### config.mk
export PLATFORM = sky130hd
export DESIGN_NAME = apb_master_q
export DESIGN_NICKNAME = d
export VERILOG_FILES = /design/src/rtl/apb_master_q_pkg.sv /design/src/rtl/apb_master_q_sync_fifo.sv /design/src/rtl/apb_master_q.sv
export SDC_FILE = /design/constraint.sdc
export NUM_CORES = 1
export LEC_CHECK = 0
export CAP_MARGIN = 20
export CORE_UTILIZATION = 30
export CTS_CLUSTER_SIZE = 24
export DETAILED_ROUTE_END_ITERATION = 7
export SLEW_MARGIN = 20
export SYNTH_ARGS = -nofsm -noshare
export SYNTH_HDL_FRONTEND = slang
export SYNTH_SLANG_ARGS = --single-unit
### constraint.sdc
create_clock -name clk -period 2.6 [get_ports clk]
set_input_delay 0.52 -clock clk [delete_from_list [all_inputs] [get_ports clk]]
set_output_delay 0.52 -clock clk [all_outputs]
set_load 0.05 [all_outputs]
### src/rtl/apb_master_q_pkg.sv
`default_nettype none
// ============================================================================
//  Module      : apb_master_q_pkg
//  Description : Shared definitions for the queued APB4 master: FSM state
//                encoding, command/response word layouts and width helpers.
//  Revision    : 1.0  initial release
// ============================================================================
package apb_master_q_pkg;

    // APB transfer phases
    localparam int STATE_W = 2;
    typedef enum logic [STATE_W-1:0] {
        ST_IDLE   = 2'd0,
        ST_SETUP  = 2'd1,
        ST_ACCESS = 2'd2
    } apb_state_e;

    // Response word layout, MSB to LSB: {rdata, err, write}
    localparam int RSP_WRITE_BIT = 0;
    localparam int RSP_ERR_BIT   = 1;
    localparam int RSP_DATA_LSB  = 2;

    // Command word layout, MSB to LSB: {addr, write, wdata, strb}
    function automatic int cmd_width(input int addr_w, input int data_w);
        return addr_w + 1 + data_w + data_w / 8;
    endfunction

    function automatic int rsp_width(input int data_w);
        return data_w + 2;
    endfunction

endpackage
`default_nettype wire

### src/rtl/apb_master_q_sync_fifo.sv
`default_nettype none
// ============================================================================
//  Module      : sync_fifo
//  Description : Single-clock FIFO with registered occupancy count and a
//                combinational head read. A push on a full FIFO is honoured
//                only when a pop happens in the same cycle.
//  Revision    : 1.0  initial release
// ============================================================================
module sync_fifo #(
    parameter int WIDTH = 8,
    parameter int DEPTH = 4
) (
    input  logic                   clk,
    input  logic                   reset,
    input  logic                   push,
    input  logic                   pop,
    input  logic [WIDTH-1:0]       din,
    output logic [WIDTH-1:0]       dout,
    output logic                   full,
    output logic                   empty,
    output logic [$clog2(DEPTH):0] count
);

    localparam int AW = $clog2(DEPTH);
    localparam logic [AW:0] c_FULL_CNT = (AW + 1)'(DEPTH);

    logic [WIDTH-1:0] mem_q [DEPTH];
    logic [AW-1:0]    wr_ptr_q;
    logic [AW-1:0]    rd_ptr_q;
    logic [AW:0]      count_q;
    logic             w_push;
    logic             w_pop;

    assign w_pop  = pop && !empty;
    assign w_push = push && (!full || w_pop);

    assign full  = (count_q == c_FULL_CNT);
    assign empty = (count_q == '0);
    assign count = count_q;
    assign dout  = mem_q[rd_ptr_q];

    // Pointer and occupancy bookkeeping
    always_ff @(posedge clk) begin
        if (reset) begin
            wr_ptr_q <= '0;
            rd_ptr_q <= '0;
            count_q  <= '0;
        end else begin
            if (w_push) wr_ptr_q <= wr_ptr_q + AW'(1);
            if (w_pop)  rd_ptr_q <= rd_ptr_q + AW'(1);
            case ({w_push, w_pop})
                2'b10:   count_q <= count_q + (AW + 1)'(1);
                2'b01:   count_q <= count_q - (AW + 1)'(1);
                default: count_q <= count_q;
            endcase
        end
    end

    // Storage array; contents are don't-care until written
    always_ff @(posedge clk) begin
        if (w_push) mem_q[wr_ptr_q] <= din;
    end

endmodule
`default_nettype wire

### src/rtl/apb_master_q.sv
`default_nettype none
// ============================================================================
//  Module      : apb_master_q
//  Description : APB4 master fed by a command FIFO and returning results
//                through a response FIFO. A transfer is only launched when
//                its response is guaranteed a slot, so the APB side never
//                stalls on response backpressure.
//  Revision    : 1.0  initial release
// ============================================================================
module apb_master_q
    import apb_master_q_pkg::*;
#(
    parameter int ADDR_W  = 32,
    parameter int DATA_W  = 32,
    parameter int DEPTH   = 4,
    parameter int TIMEOUT = 16
) (
    input  logic                clk,
    input  logic                reset,
    input  logic                cmd_valid,
    output logic                cmd_ready,
    input  logic [ADDR_W-1:0]   cmd_addr,
    input  logic                cmd_write,
    input  logic [DATA_W-1:0]   cmd_wdata,
    input  logic [DATA_W/8-1:0] cmd_strb,
    output logic                rsp_valid,
    input  logic                rsp_ready,
    output logic [DATA_W-1:0]   rsp_rdata,
    output logic                rsp_err,
    output logic                rsp_write,
    output logic                PSELx,
    output logic                PENABLE,
    output logic [ADDR_W-1:0]   PADDR,
    output logic                PWRITE,
    output logic [DATA_W-1:0]   PWDATA,
    output logic [DATA_W/8-1:0] PSTRB,
    input  logic [DATA_W-1:0]   PRDATA,
    input  logic                PREADY,
    input  logic                PSLVERR
);

    localparam int STRB_W = DATA_W / 8;
    localparam int CMD_W  = cmd_width(ADDR_W, DATA_W);
    localparam int RSP_W  = rsp_width(DATA_W);
    localparam int CNT_W  = $clog2(DEPTH) + 1;
    localparam int TMO_W  = (TIMEOUT > 0) ? $clog2(TIMEOUT + 1) : 1;

    localparam logic [CNT_W-1:0] c_RSP_CAP    = CNT_W'(DEPTH);
    localparam logic [CNT_W-1:0] c_RSP_CAP_M1 = CNT_W'(DEPTH - 1);
    localparam logic [TMO_W-1:0] c_TMO_LAST   = TMO_W'((TIMEOUT > 0) ? TIMEOUT - 1 : 0);

    apb_state_e       state_q;
    apb_state_e       state_d;

    logic [ADDR_W-1:0] paddr_q;
    logic              pwrite_q;
    logic [DATA_W-1:0] pwdata_q;
    logic [STRB_W-1:0] pstrb_q;
    logic [TMO_W-1:0]  tmo_q;

    logic              w_cmd_push;
    logic              w_cmd_pop;
    logic [CMD_W-1:0]  w_cmd_din;
    logic [CMD_W-1:0]  w_cmd_dout;
    logic              w_cmd_full;
    logic              w_cmd_empty;
    logic [CNT_W-1:0]  w_cmd_count;

    logic [ADDR_W-1:0] w_hd_addr;
    logic              w_hd_write;
    logic [DATA_W-1:0] w_hd_wdata;
    logic [STRB_W-1:0] w_hd_strb;

    logic              w_rsp_push;
    logic              w_rsp_pop;
    logic [RSP_W-1:0]  w_rsp_din;
    logic [RSP_W-1:0]  w_rsp_dout;
    logic              w_rsp_full;
    logic              w_rsp_empty;
    logic [CNT_W-1:0]  w_rsp_count;

    logic              w_launch_idle;
    logic              w_launch_next;
    logic              w_tmo_hit;
    logic              w_done;
    logic              w_unused_fifo_status;

    // ---------------------------------------------------------------- FIFOs
    assign cmd_ready  = !w_cmd_full && !reset;
    assign w_cmd_push = cmd_valid && cmd_ready;
    assign w_cmd_din  = {cmd_addr, cmd_write, cmd_wdata, cmd_strb};
    assign {w_hd_addr, w_hd_write, w_hd_wdata, w_hd_strb} = w_cmd_dout;

    sync_fifo #(
        .WIDTH (CMD_W),
        .DEPTH (DEPTH)
    ) u_cmd_fifo (
        .clk   (clk),
        .reset (reset),
        .push  (w_cmd_push),
        .pop   (w_cmd_pop),
        .din   (w_cmd_din),
        .dout  (w_cmd_dout),
        .full  (w_cmd_full),
        .empty (w_cmd_empty),
        .count (w_cmd_count)
    );

    sync_fifo #(
        .WIDTH (RSP_W),
        .DEPTH (DEPTH)
    ) u_rsp_fifo (
        .clk   (clk),
        .reset (reset),
        .push  (w_rsp_push),
        .pop   (w_rsp_pop),
        .din   (w_rsp_din),
        .dout  (w_rsp_dout),
        .full  (w_rsp_full),
        .empty (w_rsp_empty),
        .count (w_rsp_count)
    );

    // Response fields are forced to zero whenever no response is presented
    assign rsp_valid = !w_rsp_empty && !reset;
    assign w_rsp_pop = rsp_valid && rsp_ready;
    assign rsp_rdata = rsp_valid ? w_rsp_dout[RSP_DATA_LSB +: DATA_W] : '0;
    assign rsp_err   = rsp_valid && w_rsp_dout[RSP_ERR_BIT];
    assign rsp_write = rsp_valid && w_rsp_dout[RSP_WRITE_BIT];

    // Command FIFO count and response full flag are not needed: the launch
    // rule works from the response count and never overfills that FIFO.
    assign w_unused_fifo_status = &{1'b0, w_cmd_count, w_rsp_full};

    // ------------------------------------------------------- launch/complete
    // A launch from a completing ACCESS must leave room for the response
    // being pushed in that same cycle, hence the tighter bound.
    assign w_launch_idle = !w_cmd_empty && (w_rsp_count < c_RSP_CAP);
    assign w_launch_next = !w_cmd_empty && (w_rsp_count < c_RSP_CAP_M1);
    assign w_tmo_hit     = (TIMEOUT != 0) && !PREADY && (tmo_q == c_TMO_LAST);
    assign w_done        = PREADY || w_tmo_hit;

    // FSM state register
    always_ff @(posedge clk) begin
        if (reset) state_q <= ST_IDLE;
        else       state_q <= state_d;
    end

    // FSM next-state logic
    always_comb begin
        state_d = state_q;
        case (state_q)
            ST_IDLE:   if (w_launch_idle) state_d = ST_SETUP;
            ST_SETUP:  state_d = ST_ACCESS;
            ST_ACCESS: if (w_done) state_d = w_launch_next ? ST_SETUP : ST_IDLE;
            default:   state_d = ST_IDLE;
        endcase
    end

    // FSM outputs: APB phase strobes, FIFO pop/push
    always_comb begin
        PSELx      = 1'b0;
        PENABLE    = 1'b0;
        w_cmd_pop  = 1'b0;
        w_rsp_push = 1'b0;
        case (state_q)
            ST_IDLE:   w_cmd_pop = w_launch_idle;
            ST_SETUP:  PSELx = 1'b1;
            ST_ACCESS: begin
                PSELx      = 1'b1;
                PENABLE    = 1'b1;
                w_rsp_push = w_done;
                w_cmd_pop  = w_done && w_launch_next;
            end
            default: ;
        endcase
    end

    // Response word built from the completing ACCESS cycle
    always_comb begin
        w_rsp_din                = '0;
        w_rsp_din[RSP_WRITE_BIT] = pwrite_q;
        if (w_tmo_hit) begin
            w_rsp_din[RSP_ERR_BIT] = 1'b1;
        end else begin
            w_rsp_din[RSP_ERR_BIT] = PSLVERR;
            if (!pwrite_q) w_rsp_din[RSP_DATA_LSB +: DATA_W] = PRDATA;
        end
    end

    // APB address/data registers load on every pop and hold otherwise
    always_ff @(posedge clk) begin
        if (reset) begin
            paddr_q  <= '0;
            pwrite_q <= 1'b0;
            pwdata_q <= '0;
            pstrb_q  <= '0;
        end else if (w_cmd_pop) begin
            paddr_q  <= w_hd_addr;
            pwrite_q <= w_hd_write;
            pwdata_q <= w_hd_write ? w_hd_wdata : '0;
            pstrb_q  <= w_hd_write ? w_hd_strb  : '0;
        end
    end

    // Wait-state counter: cleared in SETUP, counts PREADY-low ACCESS cycles
    always_ff @(posedge clk) begin
        if (reset) begin
            tmo_q <= '0;
        end else if (state_q == ST_SETUP) begin
            tmo_q <= '0;
        end else if ((state_q == ST_ACCESS) && !PREADY) begin
            tmo_q <= tmo_q + TMO_W'(1);
        end
    end

    assign PADDR  = paddr_q;
    assign PWRITE = pwrite_q;
    assign PWDATA = pwdata_q;
    assign PSTRB  = pstrb_q;

endmodule
`default_nettype wire

### Word-level counts from Yosys, hierarchy flattened

Memory sizes are Yosys's and may differ from the RTL's. A register that Yosys moved wholly into a read port is not among the register bits.
Index checks and enable logic that the tools add are counted.

| cells by class | value |
|---|---|
| add/sub/neg operators | 9 |
| order comparisons | 2 |
| equality and inequality tests | 11 |
| muxes and demuxes | 24 |
| reduce and logical (&&, ||, !) cells | 32 |

Operator list:

| operator | number |
|---|---|
| 2-to-1 mux 32 bit | 4 |
| logical AND 1 bit | 15 |
| 2-to-1 mux 2 bit | 6 |
| one-hot mux 3 bit (2 select lines) | 2 |
| 2-to-1 mux 1 bit | 9 |
| adder 2 x 1 -> 2 bit, second input constant | 4 |
| adder 3 x 1 -> 3 bit, second input constant | 2 |
| == test 2 x 1 -> 1 bit, second input constant | 3 |
| == test 2 bit, second input constant | 3 |
| == test 3 bit, second input constant | 2 |
| zero test 1 bit | 6 |
| zero test 3 bit | 2 |
| one-hot mux 2 bit (3 select lines) | 1 |
| subtractor 3 x 1 -> 3 bit, second input constant | 2 |
| adder 5 x 1 -> 5 bit, second input constant | 1 |
| == test 5 x 4 -> 1 bit, second input constant | 1 |
| 2-to-1 mux 4 bit | 1 |
| inequality test 2 bit, second input constant | 2 |
| nonzero test 2 bit | 2 |
| OR reduction 2 bit | 2 |
| logical OR 1 bit | 3 |
| < comparator 3 x 2 -> 1 bit, second input constant | 1 |
| < comparator 3 bit, second input constant | 1 |
| zero test 2 bit | 1 |
| other kinds (2) | 2 |

| word-level totals | value |
|---|---|
| bits in registers | 90 |
| bits in writable memories | 412 |
| input port bits | 107 |
| output and inout port bits | 107 |
| memories | 2 |

Memories:

| name | depth | bits a word | read ports | clocked after Yosys merged registers in | write ports | RTL line | RTL |
|---|---|---|---|---|---|---|---|
| u_cmd_fifo.mem_q | 4 | 69 | 1 | 1 | 1 | apb_master_q_sync_fifo.sv:27 | `logic [WIDTH-1:0] mem_q [DEPTH];` |
| u_rsp_fifo.mem_q | 4 | 34 | 1 | 1 | 1 | apb_master_q_sync_fifo.sv:27 |  |

### Logic depth before layout (Yosys ltp)

| logic depth | value |
|---|---|
| word-level depth | 10 |
| gate-level depth with buffers | 13 |
| gate-level depth less buffers | 12 |

### Modules after synthesis

A second synthesis with hierarchy kept.

| unflattened totals | value |
|---|---|
| cell total of the unflattened synthesis | 1079 |
| area total of the unflattened synthesis | 19815.3 um^2 |

Modules (own cells, without submodules):

| module | instances | cells an instance | area an instance (um^2) | sequential area each (um^2) |
|---|---|---|---|---|
| sync_fifo (u_cmd_fifo) | 1 | 420 | 10466.3 | 8468.1 |
| sync_fifo (u_rsp_fifo) | 1 | 232 | 5444.0 | 4264.1 |
| apb_master_q | 1 | 427 | 3905.0 | 1521.5 |

### Worst setup path after synthesis

Ideal clock, no wire load.

| path | value |
|---|---|
| path kind | register to register |
| from | register state_q[0] |
| to | register u_cmd_fifo.count_q[2], in the netlist u_cmd_fifo.count[2] |
| arrival time | 2.854 ns |
| path slack | -0.324 ns |
| cell stages (with the launch flop) | 13 |
| path buffers | 1 |
| period minus slack after synthesis | 2.924 ns |
| cells stage by stage | dfxtp_1 > inv_1 > ha_1 > a21boi_0 > a21oi_2 > clkbuf_1 > nor2_1 > ha_1 > inv_1 > fa_1 > xor2_1 > or3_1 > a21oi_1 |

| on the way | value |
|---|---|
| longest elaborated chain between the ends | 7 |
| elaborated cells between the ends (all ways) | 10 |

Ends and longest elaborated chain:

| what | RTL line | RTL |
|---|---|---|
| from (decl) | apb_master_q.sv:52 | `apb_state_e state_q;` |
| from (signal assigned) | apb_master_q.sv:146 | `else state_q <= state_d;` |
| == test 2 bit or zero test 2 bit (tied branches) | apb_master_q.sv:166 | `case (state_q)` |
| one-hot mux 1 bit (2 select lines) * | apb_master_q.sv:166 |  |
| logical AND 1 bit * | apb_master_q_sync_fifo.sv:34 | `assign w_pop = pop && !empty;` |
| net u_cmd_fifo.w_pop | apb_master_q_sync_fifo.sv:32 | `logic w_pop;` |
| logical OR 1 bit | apb_master_q_sync_fifo.sv:35 | `assign w_push = push && (!full \|\| w_pop);` |
| logical AND 1 bit | apb_master_q_sync_fifo.sv:35 |  |
| == test 2 x 1 -> 1 bit or == test 2 bit (tied branches) | apb_master_q_sync_fifo.sv:51 | `case ({w_push, w_pop})` |
| one-hot mux 3 bit (2 select lines) or nonzero test 2 bit (tied branches) | n/a |  |
| to (signal assigned) | apb_master_q_sync_fifo.sv:52 | `2'b10: count_q <= count_q + (AW + 1)'(1);` |
| to (signal assigned) | apb_master_q_sync_fifo.sv:53 | `2'b01: count_q <= count_q - (AW + 1)'(1);` |
| to (signal assigned) | apb_master_q_sync_fifo.sv:54 | `default: count_q <= count_q;` |
| to (decl) | apb_master_q_sync_fifo.sv:30 | `logic [AW:0] count_q;` |

Mark *: on every way through the listed nets, which the timed path passes. The rest lies on a longest branch.
A chain may end at the register's enable or synchronous reset.

==> impl_metrics.csv <==
group,metric,value,unit
die,dieHeight,255.6,µm
timing,min_period_over_period,101.7,%
route,drc,0,
timing,hold_violations,0,
pwr,leakagePower,7.989,nW
synthesis,synth_nets,1210,
pwr,p_int,0.01639,W
timing,setup_viol,24,
cts,clock_path_buffers,3,
placed_design,placed_cell_area,0.02291,mm²
synthesis,yosys_warnings,0,
synthesis,ys_ff_latch,506,
pwr,clockPowerShare,31.8,%
cts,cts-root-buf,"clkbuf_16",
pwr,combPwrFrac,27.1,%
run,drv_cap,0,
route,wl_per_cell,20.61,µm
timing,skew,40.50,ps
route,via_count,10520,
die,boundaryPins,214,
timing,fmax,378.1,MHz
synthesis,synth_area_leaders,"edfxtp_1 (64%), mux4_2 (12%), dfxtp_1 (9.8%)",
cts,clock_latency,620,ps
setup_path,critPathRequiredTime,2080,ps
synthesis,synth-simple-area-share,5.604,%
setup_path,worstPathArrival,2130,ps
synthesis,synthAdderAreaFrac,1.245,%
finish,drive_above_1_share,24.96,%
cts,ctsHoldBuffers,0,
synthesis,yosysSeqAreaShare,73.89,%
die,core_area,0.06331,mm²
synthesis,syn_inst,1085,
cts,cts_tree,"done",
finish,area_delta_synth_final,29.86,%
timing,rsz0062_at_grt,"yes",
finish,ff_latch_area,0.01427,mm²
cts,htree_num_levels,2,
placed_design,routabilityCongestion,0.7277,
die,dieArea,0.06532,mm²
global_route,grt_max_degree,76,
global_route,grt_pass1_vias,11150,
synthesis,synth_compound_area_share,4.475,%
cts,clk_pin_slew,60,ps
synthesis,syn-cell-area,0.01929,mm²
finish,layout_common_cells,"edfxtp_1 (412), clkdlybuf4s50_1 (174), mux4_2 (103), dfxtp_1 (89), a21oi_1 (77)",
setup_path,setup.worst_path.start_class,"register",
placed_design,dp_slack,-112.0,ps
placed_design,post-dp-hpwl,27170,µm
hold_path,hold_class,"in -> reg",
synthesis,synth_mux_area_share,12.23,%
timing,finalMaxSlewViolations,0,
global_route,antenna_found_initial,11,
synthesis,synth_xor_area_share,0.4540,%
finish,fin_nets,1460,
synthesis,synth_cell_types,42,
timing,period_minus_slack,2645,ps
synthesis,synth_top_family_by_area,"multiplexers",
pwr,sequentialPowerShare,41.1,%
route,drtAntennaViolNets,0,
die,initial_core_util,30.47,%
pwr,peakVddDrop,0.8104,mV
die,fp.dieW,255.6,µm
placed_design,io_buffers,213,
timing,max_slew_margin,34.43,%
run_status,outcome,"finished with violations",
run_status,violations,"negative setup slack",
setup_path,worstPathMaxFanout,8,
finish,mostFrequentLayoutCell,"edfxtp_1",
finish,multi_input_area,0.004768,mm²
setup_path,crit_type,"reg -> out",
timing,worst_pin_slew,983.6,ps
die,fp-row-count,92,
global_route,grt_pass1_wl,69740,µm
route,drt_iter0_drc,545,
synthesis,synth_top_area_share,64.13,%
finish,final_cell_area,0.02505,mm²
placed_design,place_inst,2120,
route,via_per_inst,4.730,
pwr,power_switching,0.007760,W
global_route,overflow,0,
setup_path,setup.worst_path.end_class,"output pin",
cts,cts.sinks,506,
pwr,swShare,32.13,%
finish,fillers,5780,
pwr,power_density,964.2,mW/mm²
route,finalWirelength,45860,µm
route,first_pass_iters,5,
cts,numCtsBuffers,54,
finish,instances_no_fill,2225,
synthesis,syn_area_per_cell,17.78,µm²
synthesis,synth_top_area_cell,"edfxtp_1",
timing,setup_ws,-45.13,ps
global_route,track_usage,14.00,%
routing by layer:
| metal | part of all wire (%) | GRT usage, % |
|---|---|---|
| met5 | 0.25 | 0 |
| met4 | 1.5 | 3.210 |
| met3 | 8.6 | 5.348 |
| met2 | 49 | 23.44 |
| met1 | 41 | 17.04 |
power groups by stage:
stage	registers, W	clock network (W)	logic, W
3_3_place_gp	0.0101	0	0.00653
3_5_place_dp	0.0101	0	0.00658
2_1_floorplan	0.0112	0	0.00291
6_report	0.00993	0.00768	0.00655
5_1_grt	0.0100	0.00824	0.00701
4_1_cts	0.00994	0.00792	0.00669
per-stage QoR:
stage	util (%)	hold slack [ps]	total power (W)	TNS (ps)
CTS	39.57	401.7	0.02454	-2799
global placement	36.19	431.6	0.01661	-104.9
detailed placement	36.19	450.4	0.01668	-202.8
global route	39.57	430.9	0.02525	-3309
floorplan	-	428.0	0.01410	-10240
finish	39.57	433.7	0.02415	-658.7
state kept, by name, summed over array words and instances, names as in the netlist, named ones only:
name and count:
PADDR 32, PSTRB 4, PWDATA 32, PWRITE 1, state_q 2, tmo_q 5
u_cmd_fifo.count 3, u_cmd_fifo.mem_q 276, u_cmd_fifo.rd_ptr_q 2, u_cmd_fifo.wr_ptr_q 2, u_rsp_fifo.count 3, u_rsp_fifo.mem_q 136
u_rsp_fifo.rd_ptr_q 2, u_rsp_fifo.wr_ptr_q 2
cell families after synthesis:
kind of cell             Yosys count
AND/OR/NAND/NOR                  186
adder cells (fa/ha/maj)           18
multiplexers                     107
flip-flops                       506
XOR/XNOR                          10
buffers and inverters             94
AO/OA/AOI/OAI                    164
worst paths after layout:
kind / to / slack [ps] / start / cells past startpoint
worst max-delay path: rsp_rdata[7] / -50 / register / 5
worst min-delay path: u_cmd_fifo.count[0]$_SDFFE_PP0P_ / 430 / reset / 3
worst max register to register: u_cmd_fifo.count[2]$_SDFFE_PP0P_ / 140 / tmo_q[1]$_SDFFE_PP0P_ / 12
worst min register to register: register / 460 / u_rsp_fifo.rd_ptr_q[1]$_SDFFE_PP0P_ / 1
cell usage after synthesis:
cell type  instances
a21oi_2            1
nor2b_1            3
nand3_1           34
nand4_1           37
a41oi_2            1
or4_1              1
edfxtp_1         412
and2_2             4
buf_2             24
xor2_1             6
nor3_2             1
and2_1            71
nor3b_1            1
a21o_1             2
xnor2_1            4
a221o_1            1
inv_1             18
fa_1               2
dfxtp_1           94
a2111oi_0          1
a21boi_0           1
nand2b_1           4
a21oi_1           79
or2_1              1
o31ai_1            2
or2_4              1
mux4_2           103
or3_1              2
mux2i_1            4
buf_6              2
clkbuf_1          44
o41ai_1            1
a211oi_1           1
nor2_1            16
ha_1              16
nor4_1             1
nor3_1             5
nand2_1            3
buf_4              2
and3_1             1
buf_1              4
o21ai_0           74
final cells by class:
type,count,area share [%]
sequential,506,56.95
antenna,1,0.009989
clock inverter,32,1.473
tap,846,4.225
clock buffer,67,5.749
inverter,18,0.2697
timing repair buffer,270,12.29
multi-input combinational,485,19.03
worst max-delay path: stages (launching register included):
cell and delay, ps:
dfxtp_4 410, buf_12 120, buf_12 130, mux4_2 510, and2_4 190, buf_12 140
repair_timing:
action,4_1_cts,5_1_grt
cloned,3,0
gates resized for setup,68,10
pin swaps,3,0
setup buffers,3,0
setup endpoints to repair,34,36
(Power assumes the default switching activity.)
